## src/rtl/acl_spi_responder_if.sv

```systemverilog
// SPI pin bundle between a polling master and the ADXL362-style responder.
interface acl_spi_responder_if;
  logic sclk;
  logic mosi;
  logic csn;
  logic miso;
  logic miso_oe;

  modport master (output sclk, output mosi, output csn, input miso, input miso_oe);
  modport slave  (input sclk, input mosi, input csn, output miso, output miso_oe);
endinterface

```

## src/rtl/acl_spi_responder.sv

```systemverilog
// SPI mode-0 responder emulating an ADXL362-style accelerometer register file.
// SPI pins are oversampled on clk; nothing is clocked by sclk.
module acl_spi_responder #(
  parameter int unsigned SYNC_STAGES = 2,
  parameter logic [7:0]  DEVID_AD    = 8'hAD,
  parameter logic [7:0]  PARTID      = 8'hF2
) (
  input  logic                clk,
  input  logic                rst,
  acl_spi_responder_if.slave  spi,
  input  logic [11:0]         x_in,
  input  logic [11:0]         y_in,
  input  logic [11:0]         z_in,
  input  logic                sample_valid,
  output logic [7:0]          power_ctl,
  output logic                cmd_err,
  output logic                busy
);

  typedef enum logic [2:0] {S_IDLE, S_CMD, S_ADDR, S_RD, S_WR, S_SKIP} state_t;

  logic [SYNC_STAGES-1:0] sclk_sync, mosi_sync, csn_sync;
  logic                   sclk_prev, csn_prev;
  logic                   sclk_s, mosi_s, csn_s;
  logic                   sclk_rise, sclk_fall, cs_fall, cs_rise;

  state_t      state;
  logic [2:0]  bit_cnt;
  logic [6:0]  rx_sr;
  logic [7:0]  rx_byte;
  logic [5:0]  addr, load_addr;
  logic        is_read;
  logic [7:0]  tx_sr, rd_data;
  logic        byte_done, dr_clear;

  logic [11:0] shadow_x, shadow_y, shadow_z;
  logic [11:0] pend_x, pend_y, pend_z;
  logic [11:0] snap_x, snap_y, snap_z;
  logic        pend_v, data_ready;
  logic [7:0]  rw_regs [15];

  // csn synchronizer resets low so a reset inside a frame never sees a fresh
  // cs_fall; the remainder of that frame is ignored until csn rises.
  always_ff @(posedge clk or posedge rst) begin
    if (rst) begin
      sclk_sync <= '0;
      mosi_sync <= '0;
      csn_sync  <= '0;
      sclk_prev <= 1'b0;
      csn_prev  <= 1'b0;
    end else begin
      sclk_sync[0] <= spi.sclk;
      mosi_sync[0] <= spi.mosi;
      csn_sync[0]  <= spi.csn;
      for (int unsigned i = 1; i < SYNC_STAGES; i++) begin
        sclk_sync[i] <= sclk_sync[i-1];
        mosi_sync[i] <= mosi_sync[i-1];
        csn_sync[i]  <= csn_sync[i-1];
      end
      sclk_prev <= sclk_s;
      csn_prev  <= csn_s;
    end
  end

  assign sclk_s    = sclk_sync[SYNC_STAGES-1];
  assign mosi_s    = mosi_sync[SYNC_STAGES-1];
  assign csn_s     = csn_sync[SYNC_STAGES-1];
  assign sclk_rise = sclk_s & ~sclk_prev;
  assign sclk_fall = ~sclk_s & sclk_prev;
  assign cs_fall   = ~csn_s & csn_prev;
  assign cs_rise   = csn_s & ~csn_prev;

  assign rx_byte   = {rx_sr, mosi_s};
  assign byte_done = sclk_rise && (bit_cnt == 3'd7);
  assign dr_clear  = byte_done && !cs_rise && (state == S_RD) && (addr == 6'h0E);
  assign busy      = (state != S_IDLE);
  assign power_ctl = rw_regs[13];

  // Address of the byte about to be loaded for transmission.
  assign load_addr = (state == S_ADDR) ? rx_byte[5:0] : addr + 6'd1;

  always_comb begin
    rd_data = '0;
    case (load_addr)
      6'h00:   rd_data = DEVID_AD;
      6'h01:   rd_data = 8'h1D;
      6'h02:   rd_data = PARTID;
      6'h08:   rd_data = snap_x[11:4];
      6'h09:   rd_data = snap_y[11:4];
      6'h0A:   rd_data = snap_z[11:4];
      6'h0B:   rd_data = {7'd0, data_ready};
      6'h0E:   rd_data = snap_x[7:0];
      6'h0F:   rd_data = {{4{snap_x[11]}}, snap_x[11:8]};
      6'h10:   rd_data = snap_y[7:0];
      6'h11:   rd_data = {{4{snap_y[11]}}, snap_y[11:8]};
      6'h12:   rd_data = snap_z[7:0];
      6'h13:   rd_data = {{4{snap_z[11]}}, snap_z[11:8]};
      default: if (load_addr >= 6'h20 && load_addr <= 6'h2E) rd_data = rw_regs[load_addr[3:0]];
    endcase
  end

  always_ff @(posedge clk or posedge rst) begin
    if (rst) begin
      state       <= S_IDLE;
      bit_cnt     <= '0;
      rx_sr       <= '0;
      addr        <= '0;
      is_read     <= 1'b0;
      tx_sr       <= '0;
      cmd_err     <= 1'b0;
      spi.miso    <= 1'b0;
      spi.miso_oe <= 1'b0;
      snap_x      <= '0;
      snap_y      <= '0;
      snap_z      <= '0;
      for (int unsigned i = 0; i < 15; i++) rw_regs[i] <= '0;
    end else begin
      cmd_err <= 1'b0;
      if (cs_rise) begin
        state       <= S_IDLE;
        spi.miso    <= 1'b0;
        spi.miso_oe <= 1'b0;
      end else if (state == S_IDLE) begin
        if (cs_fall) begin
          state       <= S_CMD;
          bit_cnt     <= '0;
          spi.miso_oe <= 1'b1;
          snap_x      <= shadow_x;
          snap_y      <= shadow_y;
          snap_z      <= shadow_z;
        end
      end else begin
        if (sclk_rise && state != S_SKIP) begin
          rx_sr   <= rx_byte[6:0];
          bit_cnt <= bit_cnt + 3'd1;
          if (bit_cnt == 3'd7) begin
            case (state)
              S_CMD: begin
                if (rx_byte == 8'h0B) begin
                  is_read <= 1'b1;
                  state   <= S_ADDR;
                end else if (rx_byte == 8'h0A) begin
                  is_read <= 1'b0;
                  state   <= S_ADDR;
                end else begin
                  cmd_err  <= 1'b1;
                  spi.miso <= 1'b0;
                  state    <= S_SKIP;
                end
              end
              S_ADDR: begin
                addr <= rx_byte[5:0];
                if (is_read) begin
                  tx_sr <= rd_data;
                  state <= S_RD;
                end else begin
                  state <= S_WR;
                end
              end
              S_RD: begin
                addr  <= addr + 6'd1;
                tx_sr <= rd_data;
              end
              S_WR: begin
                addr <= addr + 6'd1;
                if (addr >= 6'h20 && addr <= 6'h2E) begin
                  rw_regs[addr[3:0]] <= rx_byte;
                end else if (addr == 6'h1F && rx_byte == 8'h52) begin
                  for (int unsigned i = 0; i < 15; i++) rw_regs[i] <= '0;
                end
              end
              default: ;
            endcase
          end
        end
        if (sclk_fall && state == S_RD) begin
          spi.miso <= tx_sr[7];
          tx_sr    <= {tx_sr[6:0], 1'b0};
        end
      end
    end
  end

  // Strobes during a frame are parked and applied at cs_rise so the snapshot
  // never changes under a burst; a set in the same cycle as a clear wins.
  always_ff @(posedge clk or posedge rst) begin
    if (rst) begin
      shadow_x   <= '0;
      shadow_y   <= '0;
      shadow_z   <= '0;
      pend_x     <= '0;
      pend_y     <= '0;
      pend_z     <= '0;
      pend_v     <= 1'b0;
      data_ready <= 1'b0;
    end else begin
      if (dr_clear) data_ready <= 1'b0;
      if (cs_rise && busy) begin
        pend_v <= 1'b0;
        if (sample_valid) begin
          shadow_x   <= x_in;
          shadow_y   <= y_in;
          shadow_z   <= z_in;
          data_ready <= 1'b1;
        end else if (pend_v) begin
          shadow_x   <= pend_x;
          shadow_y   <= pend_y;
          shadow_z   <= pend_z;
          data_ready <= 1'b1;
        end
      end else if (sample_valid) begin
        if (busy) begin
          pend_x <= x_in;
          pend_y <= y_in;
          pend_z <= z_in;
          pend_v <= 1'b1;
        end else begin
          shadow_x   <= x_in;
          shadow_y   <= y_in;
          shadow_z   <= z_in;
          data_ready <= 1'b1;
        end
      end
    end
  end

endmodule

```

## src/flat_wrapper.sv

```systemverilog
// flat-port wrapper written by rule: the top's interface ports become plain ports
module acl_spi_responder_flat 
#(
  parameter int unsigned SYNC_STAGES = 2,
  parameter logic [7:0]  DEVID_AD    = 8'hAD,
  parameter logic [7:0]  PARTID      = 8'hF2
)
  (clk, rst, x_in, y_in, z_in, sample_valid, power_ctl, cmd_err, busy, spi_sclk, spi_mosi, spi_csn, spi_miso, spi_miso_oe);
  acl_spi_responder_if spi_i ();
  input  logic clk;
  input  logic rst;
  input  logic [11:0] x_in;
  input  logic [11:0] y_in;
  input  logic [11:0] z_in;
  input  logic sample_valid;
  output logic [7:0] power_ctl;
  output logic cmd_err;
  output logic busy;
  input wire logic [$bits(spi_i.sclk)-1:0] spi_sclk;
  input wire logic [$bits(spi_i.mosi)-1:0] spi_mosi;
  input wire logic [$bits(spi_i.csn)-1:0] spi_csn;
  output wire logic [$bits(spi_i.miso)-1:0] spi_miso;
  output wire logic [$bits(spi_i.miso_oe)-1:0] spi_miso_oe;
  assign spi_i.sclk = spi_sclk;
  assign spi_i.mosi = spi_mosi;
  assign spi_i.csn = spi_csn;
  assign spi_miso = spi_i.miso;
  assign spi_miso_oe = spi_i.miso_oe;
  acl_spi_responder #(.SYNC_STAGES(SYNC_STAGES), .DEVID_AD(DEVID_AD), .PARTID(PARTID)) u_core (.clk(clk), .rst(rst), .spi(spi_i), .x_in(x_in), .y_in(y_in), .z_in(z_in), .sample_valid(sample_valid), .power_ctl(power_ctl), .cmd_err(cmd_err), .busy(busy));
endmodule
```

## config.mk

```make
export PLATFORM = sky130hd
export DESIGN_NAME = acl_spi_responder_flat
export DESIGN_NICKNAME = d
export VERILOG_FILES = /design/src/rtl/acl_spi_responder_if.sv /design/src/rtl/acl_spi_responder.sv /design/src/flat_wrapper.sv
export SDC_FILE = /design/constraint.sdc
export NUM_CORES = 1
export LEC_CHECK = 0
export CAP_MARGIN = 15
export CORE_UTILIZATION = 39
export DETAILED_ROUTE_END_ITERATION = 7
export DONT_BUFFER_PORTS = 1
export HOLD_SLACK_MARGIN = 0.06
export PLACE_DENSITY = 0.56
export SLEW_MARGIN = 20
export SYNTH_ARGS = -nofsm -noshare
export SYNTH_HDL_FRONTEND = slang
export SYNTH_SLANG_ARGS = --single-unit
```

## constraint.sdc

```tcl
create_clock -name clk -period 11.98 [get_ports clk]
set_clock_uncertainty 0.15 [all_clocks]
set_input_delay 1.797 -clock clk [delete_from_list [all_inputs] [get_ports clk]]
set_output_delay 1.797 -clock clk [all_outputs]
set_load 0.01 [all_outputs]
```

Word level (Yosys, flattened, before mapping). Cells that the tools add are included.

Add/sub/neg operators: 2. $lt $le $gt $ge: 7. Equality and inequality tests: 30. Muxes and demuxes: 73. Bitwise logic cells: 13. Reductions and logical operators: 47.

Operator list (number): 120-bit 2-to-1 mux (2); 12-bit 2-to-1 mux (15); 120-bit bitwise mux (1); 8-bit case mux with 13 select lines (1); 8-bit 2-to-1 mux (8); 6-bit by 4-bit == test with 1-bit output, second input constant (7); 3-bit 2-to-1 mux (11); 8-bit binary-select mux with 4-bit select (1); 8-bit demux with 4-bit select (1); 6-bit by 5-bit == test with 1-bit output, second input constant (5); 1-bit 2-to-1 mux (29); 6-bit AND reduction (4); 2-bit nonzero test (11); 3-bit nonzero test (7); 8-bit by 4-bit == test with 1-bit output, second input constant (2); 8-bit case mux with 2 select lines (1); 3-bit AND reduction (5); 6-bit greater-or-equal comparator, second input constant (2); 6-bit less-or-equal comparator, second input constant (2); 6-bit case mux with 2 select lines (1); 1-bit logical AND (11); 5-bit greater-or-equal comparator, second input constant (2); 4-bit NOT with 5-bit output (2); 3-bit by 2-bit != test with 1-bit output, second input constant (3); other kinds (25) (38).

Register bits: 269. Input bits: 42. Logic and storage cells: 212.

Longest topological paths before layout. Gate-level depths: netlist of the first run.

Word-level depth: 13. Depth in mapped cells: 12.

Least setup slack after synthesis of the first run. OpenSTA, ideal clock, no wires.

Path kind: input to register. Start: in sample_valid. End: reg u_core.shadow_x[10]. Library setup time: 133 ps. Arrival: 3077 ps. Data required time: 11697 ps. Slack: 8620 ps. Cell stages on the path: 4. Path buffers: 1. Cell sequence: nor2_1 -> clkbuf_1 -> mux2i_1 -> o21ai_0.

Longest elaborated chain between the ends: 2. Elaborated cells on any way between the ends: 5.

RTL lines: from (decl) (line flat_wrapper.sv:15) `input logic sample_valid;`; 2-bit nonzero test (no source line) or 12-bit 2-to-1 mux (tied branches); 3-bit AND reduction (no source line) or 12-bit 2-to-1 mux (tied branches); to (signal assigned) (line acl_spi_responder.sv:201) `shadow_x <= x_in;`; to (signal assigned) (line acl_spi_responder.sv:206) `shadow_x <= pend_x;`; to (signal assigned) (line acl_spi_responder.sv:218) `shadow_x <= x_in;`; to (decl) (line acl_spi_responder.sv:36) `logic [11:0] shadow_x, shadow_y, shadow_z;`.

Several ways; a longest one is shown, not always the timed one. A chain may end at the register's enable or synchronous reset.

Worst setup path in the final report of the first run.
Start: reg u_core.state[0]. End: out busy.

Longest elaborated chain between the ends: 1.

RTL lines: from (decl) (line acl_spi_responder.sv:27) `state_t state;`; from (signal assigned) (line acl_spi_responder.sv:104) `state <= S_IDLE;`; from (signal assigned) (line acl_spi_responder.sv:120) `state <= S_IDLE;`; from (signal assigned) (line acl_spi_responder.sv:125) `state <= S_CMD;`; 3-bit nonzero test (line acl_spi_responder.sv:76) `assign busy = (state != S_IDLE);`; to (decl) (line flat_wrapper.sv:18) `output logic busy;`.

Every way passes these cells.

==> flow_metrics.tcl, run 1 <==
set metrics [dict create \
    status "complete, no violations" \
    vdd_ir_drop_max_uv 122 \
    h-tree-depth 1 \
    worst_pin_slew_ns 1.06 \
    ys_types 79 \
    worst_slew_margin_rel_pct 29.5 \
    synth.area.mux_share_pct 13.6 \
    ant_nets 0 \
    ctsRootBufferMaster "clkbuf_16" \
    yosys_warnings 0 \
    p_leak_nw 6.05 \
    routed_via_density 5.54 \
    synthAdderAreaFrac_pct 0.780 \
    grtUsageTotal_pct 20.0 \
    grt-ovfl-total 0 \
    vias 9399 \
    async_flop_share_pct 100 \
    yosysTopAreaCell "dfrtp_1" \
    final_common_cell "nand2_1" \
    hold_path_class "reg -> reg" \
    startpoint "u_core.state[0]$_DFFE_PP0P_" \
    end_kind "output port" \
    yosys.area.top_type_share_pct 52.5 \
    synth_compound_area_share_pct 15.0 \
    r2r_cells 7 \
    syn_to_final_growth_pct 9.74 \
    rows 66 \
    finalPower_mw 2.51 \
    combPwrFrac_pct 14.7 \
    finalSetupTns_ns 0 \
    drcViolationCount 0 \
    clk_pin_slew_ns 0.06 \
    ioPinCount 54 \
    min_from "u_core.csn_sync[0]$_DFF_PP0_" \
    ys_seq_elements 269 \
    timing.fmax_mhz 229 \
    p_clk_share_pct 35.3 \
    reg2reg_slack_ns 7.92 \
    min_path_cells 0 \
    fillCellCount 3106 \
    grt_pass1_wl_mm 53.5 \
    yosysSeqAreaShare_pct 52.5 \
    synth-edff-count 0 \
    hpwl_mm 22.5 \
    synthSimpleGateAreaFrac_pct 14.0 \
    routed_wl_mm 33.1 \
    hold_end "u_core.csn_sync[1]$_DFF_PP0_" \
    cts.sinks 269 \
    synthCells 1267 \
    cts_tree "built" \
    hold_violations 0 \
    rr_startpoint "u_core.state[0]$_DFFE_PP0P_" \
    worstSkewPairLatency_ns 0.55 \
    r2r-end "u_core.tx_sr[6]$_DFFE_PP0P_" \
    dieArea_um2 33600 \
    min_period_ns 4.36 \
    synth_top_family_by_area "compound AO/OA/AOI/OAI gates" \
    hold_buffers 0 \
    critical_path_class "reg -> out" \
    crit_fanout 16 \
    post_cts_buffers 0 \
    grt_max_degree 147 \
    holdWs_ns 0.202 \
    nets 1285 \
    rsz0062_at_grt "no" \
    routabilityCongestion 0.875 \
    cts_buffer_depth 3 \
    core-area_um2 32500 \
    final_cell_mix "nand2_1, dfrtp_1, o21ai_0" \
    fp.dieH_um 183 \
    switchingPower_mw 0.703 \
    avgSynthCellArea_um2 10.1 \
    drive_gt1_share_pct 12.5 \
    antennaDiodeCount 0 \
    startpoint_type "flip-flop" \
    start_util_pct 39.5 \
    p_int_mw 1.80 \
    chipWidth_um 183 \
    power.share.sequential_pct 49.9 \
    yosys-top-cells-area "dfrtp_1, nand2_1, o21ai_0" \
    synth_area_um2 12800 \
    drv_slew 0 \
    dr.pass1.iters 5 \
    setup_violations 0 \
    grt_pass1_vias 9281 \
    first_iter_violations 778 \
    power_density_nw_per_um2 178 \
    ctsResizeCount 0 \
    numCtsBuffers 29 \
    synth_ff_type "dfrtp_1" \
    crit_required_ns 10.03 \
    syn-num-nets 1317 \
    port_buffers 0 \
    switching_share_pct 28.0 \
    fin_crit_sh_pct 36.4 \
    wl_per_cell_um 19.5 \
    antenna_found_initial 0 \
    cap_violations 0 \
    cp.arrival_ns 2.42 \
    synth-xor-area-share_pct 0.273 \
]
-- how the worst max path moves through the flow --
stage                                  end  slack, ns  cells after the start
6_report                              busy       7.62                      2
5_1_grt                               busy       7.45                      2
4_1_cts                               busy       7.58                      2
3_3_place_gp   u_core.tx_sr[7]$_DFFE_PP0P_       8.03                      8
2_1_floorplan   u_core.addr[0]$_DFFE_PP0P_       2.62                      1
3_5_place_dp   u_core.tx_sr[6]$_DFFE_PP0P_       7.97                      8
-- flip-flops by register name, summed over array words and instances, names as in the netlist, 2 cells and up --
name,count
u_core.rw_regs,112
u_core.pend_x,12
u_core.pend_y,12
u_core.pend_z,12
u_core.shadow_x,12
u_core.shadow_y,12
u_core.shadow_z,12
u_core.snap_x,12
u_core.snap_y,12
u_core.snap_z,12
u_core.power_ctl,8
u_core.tx_sr,8
u_core.rx_sr,7
u_core.addr,6
u_core.bit_cnt,3
u_core.state,3
u_core.csn_sync,2
u_core.mosi_sync,2
u_core.sclk_sync,2
-- cell usage after synthesis, types with 7 or more instances --
cell type	n
o21ai_1	21
a21o_1	10
ha_1	8
a211oi_1	7
nor2_1	29
nand2_1	276
buf_4	9
buf_2	15
o22ai_1	7
mux2_2	73
dfrtp_1	269
a21oi_1	39
nand3_1	30
mux4_2	10
inv_1	26
nor4_1	7
o21ai_0	170
a22o_1	13
clkbuf_1	45
mux2i_1	66
nor3_1	12
-- through the flow --
step / setup slack (ns) / instance area [µm²] / utilization (%) / std cells
after floorplan: 2.62 / 12800 / - / 1267
after global placement: 8.03 / 13200 / 40.5 / 1646
after detailed placement: 7.97 / 13200 / 40.5 / 1646
after CTS: 7.58 / 14100 / 43.4 / 1698
after global routing: 7.45 / 14100 / 43.4 / 1698
final: 7.62 / 14100 / 43.4 / 1698
-- cell families after synthesis --
kind of cell | count (synthesis)
simple gates | 407
compound gates | 324
flops | 269
mux | 151
buf+inv | 104
fa+ha+maj | 8
xor+xnor | 4
-- routing by layer --
| metal | global-route usage [%] | up-vias | wire length [µm] |
|---|---|---|---|
| met5 | 0 | - | 0 |
| met4 | 5.40 | 0 | 872 |
| met3 | 4.11 | 51 | 2050 |
| met2 | 30.3 | 260 | 14700 |
| met1 | 29.0 | 4665 | 15500 |
| li1 | - | 4423 | - |
-- cell type report --
type	count	area, µm²	area share (%)
Multi-Input combinational cell	894	5640	40.1
Sequential cell	269	6730	47.8
Inverter	27	109	0.773
Clock inverter	7	91.3	0.649
Tap cell	442	553	3.93
Timing Repair Buffer	14	118	0.835
Clock buffer	45	836	5.94
-- worst max-delay path, stage by stage (launching register included) --
cell      delay [ns]
dfrtp_1         0.54
nor3_1          0.76
clkinv_1        0.57
-- power by group through the flow --
stage / registers, mW / clock network, mW / logic, mW
floorplan: 1.19 / 0 / 0.336
global placement: 1.27 / 0 / 0.366
detailed placement: 1.27 / 0 / 0.376
CTS: 1.25 / 0.905 / 0.377
global route: 1.28 / 0.944 / 0.420
finish: 1.25 / 0.886 / 0.370
No activity file was read; power rests on OpenSTA's default activity.
==> inputs of run 2 (changes only) <==
PLACE_DENSITY = 0.58   (was 0.56)
clock period = 3.8 ns   (was 11.98 ns; I/O delays follow)
==> flow_metrics.tcl, run 2 (synthesis gave the netlist of run 1 again) <==
set metrics [dict create \
    status "complete, no violations" \
    rsz0062_at_grt "no" \
    rows 66 \
    min_path_cells 2 \
    instances_no_fill 1767 \
    grtUsageTotal_pct 20.8 \
    cp_cell_sequence "or3b_1, buf_4, mux2i_4, buf_12, mux2i_1, o22ai_1, nor4_1, buf_4, o32a_1" \
    worst_slew_margin_rel_pct 31.3 \
    r2r-end "u_core.tx_sr[5]$_DFFE_PP0P_" \
    fillCellCount 3061 \
    wl_per_cell_um 19.4 \
    vias 9775 \
    cts_tree "built" \
    dp_cells 1669 \
    hpwl_mm 23.5 \
    ctsResizeCount 0 \
    fin_crit_sh_pct 89.5 \
    cts.sinks 269 \
    dieArea_um2 33600 \
    p_int_mw 6.03 \
    largest_register "u_core.rw_regs" \
    start_util_pct 39.5 \
    cts_buffer_depth 3 \
    reg2reg_slack_ns 0.40 \
    crit_slowest_cell "nor4_1" \
    fin_ws_ns 0.400 \
    fp.dieH_um 183 \
    grt_max_degree 90 \
    port_buffers 0 \
    power.share.sequential_pct 47.2 \
    cp.arrival_ns 3.75 \
    ff_latch_area_um2 6730 \
    hold_path_class "in -> reg" \
    final_cell_mix "nand2_1, dfrtp_1, o21ai_0" \
    rr_startpoint "u_core.state[2]$_DFFE_PP0P_" \
    setup_violations 0 \
    worstSkewPairLatency_ns 0.57 \
    grt_pass1_vias 9625 \
    ioPinCount 54 \
    combPwrFrac_pct 15.2 \
    cap_violations 0 \
    min_from "x_in[5]" \
    path_common_cell "buf_4" \
    critical_path_class "reg -> reg" \
    drcViolationCount 0 \
    cpPeakStageDelay_ns 0.54 \
    drive_gt1_share_pct 14.5 \
    largest_reg_flops 112 \
    worst_pin_slew_ns 1.02 \
    switching_share_pct 27.4 \
    timing.fmax_mhz 294 \
    chipWidth_um 183 \
    p_clk_share_pct 37.6 \
    syn_to_final_growth_pct 15.9 \
    h-tree-depth 1 \
    vdd_ir_drop_max_uv 368 \
    r2r_cells 9 \
    min_period_ns 3.40 \
    multiInputGateArea_um2 5640 \
    startpoint_type "flip-flop" \
    routed_wl_mm 34.3 \
    finalSetupTns_ns 0 \
    dr.pass1.iters 5 \
    path_buf_inv 3 \
    crit_family "simple AND/OR/NAND/NOR gates" \
    grt_pass1_wl_mm 54.9 \
    clk_pin_slew_ns 0.06 \
    drv_slew 0 \
    end_kind "flip-flop" \
    p_leak_nw 6.43 \
    ant_nets 0 \
    numCtsBuffers 30 \
    post_cts_buffers 0 \
    switchingPower_mw 2.28 \
    place_ws_ns 0.488 \
    final_common_cell "nand2_1" \
    hold_violations 0 \
    hold_buffers 41 \
    hold_end "u_core.shadow_x[5]$_DFFE_PP0P_" \
    core-area_um2 32500 \
    power_density_nw_per_um2 559 \
    routabilityCongestion 0.997 \
    utilization_pct 45.8 \
    crit_fanout 18 \
    finalPower_mw 8.31 \
    antenna_found_initial 0 \
    routed_via_density 5.53 \
    ctsRootBufferMaster "clkbuf_16" \
    grt-ovfl-total 0 \
    first_iter_violations 791 \
    nets 1350 \
    crit_required_ns 4.15 \
]
-- run 2: cell types whose count changed in the layout (fill, tap and decap cells not counted), sizes merged --
cell / delta
dlygate4sd3: +41
clkinvlp: +3
buf: +23
inv: -1
diode: +1
clkinv: +5
bufinv: +3
clkbuf: -6
-- run 2: power by group through the flow --
stage	clock [mW]	sequential, mW	combinational [mW]
2_1_floorplan	0	3.76	1.06
3_3_place_gp	0	3.97	1.21
3_5_place_dp	0	3.98	1.24
4_1_cts	3.19	3.93	1.28
5_1_grt	3.31	4.00	1.44
6_report	3.13	3.92	1.26
-- run 2: worst max path at each step --
| stage | startpoint | endpoint | slack (ns) | cells after the start |
|---|---|---|---|---|
| detailed placement | u_core.state[2]$_DFFE_PP0P_ | u_core.tx_sr[5]$_DFFE_PP0P_ | 0.49 | 9 |
| global route | u_core.state[0]$_DFFE_PP0P_ | u_core.tx_sr[0]$_DFFE_PP0P_ | 0.35 | 10 |
| floorplan | rst | u_core.addr[0]$_DFFE_PP0P_ | -0.47 | 1 |
| global placement | u_core.state[2]$_DFFE_PP0P_ | u_core.tx_sr[5]$_DFFE_PP0P_ | 0.48 | 9 |
| CTS | u_core.state[2]$_DFFE_PP0P_ | u_core.tx_sr[5]$_DFFE_PP0P_ | 0.47 | 9 |
| finish | u_core.state[2]$_DFFE_PP0P_ | u_core.tx_sr[5]$_DFFE_PP0P_ | 0.40 | 9 |
-- run 2: metal layers --
layer | global-route usage [%] | vias to the layer above | part of all wire (%)
li1 | - | 4580 | -
met3 | 3.61 | 72 | 5.5
met4 | 6.47 | 0 | 3.2
met1 | 29.6 | 4834 | 46
met5 | 0 | - | 0
met2 | 32.2 | 289 | 45
-- run 2: stage by stage --
step                      instance area [µm²]  hold slack, ns
after floorplan                         12800           0.181
after global placement                  13400           0.186
after detailed placement                13400           0.188
after CTS                               14900          0.0600
after global routing                    14900          0.0668
final                                   14900          0.0760
-- run 2: worst register-to-register path: stages (launching register included) --
cell and delay (ns):
dfrtp_1 0.49, or3b_1 0.38, buf_4 0.22, mux2i_4 0.41
buf_12 0.23, mux2i_1 0.41, o22ai_1 0.16, nor4_1 0.54
buf_4 0.21, o32a_1 0.14
-- run 2: final cells by class --
type | count | share of cell area [%]
timing repair buffer | 78 | 5.05
clock inverter | 17 | 1.51
antenna | 1 | 0.0168
sequential | 269 | 45.3
multi-input combinational | 894 | 38.0
tap | 442 | 3.72
inverter | 27 | 0.707
clock buffer | 39 | 5.76
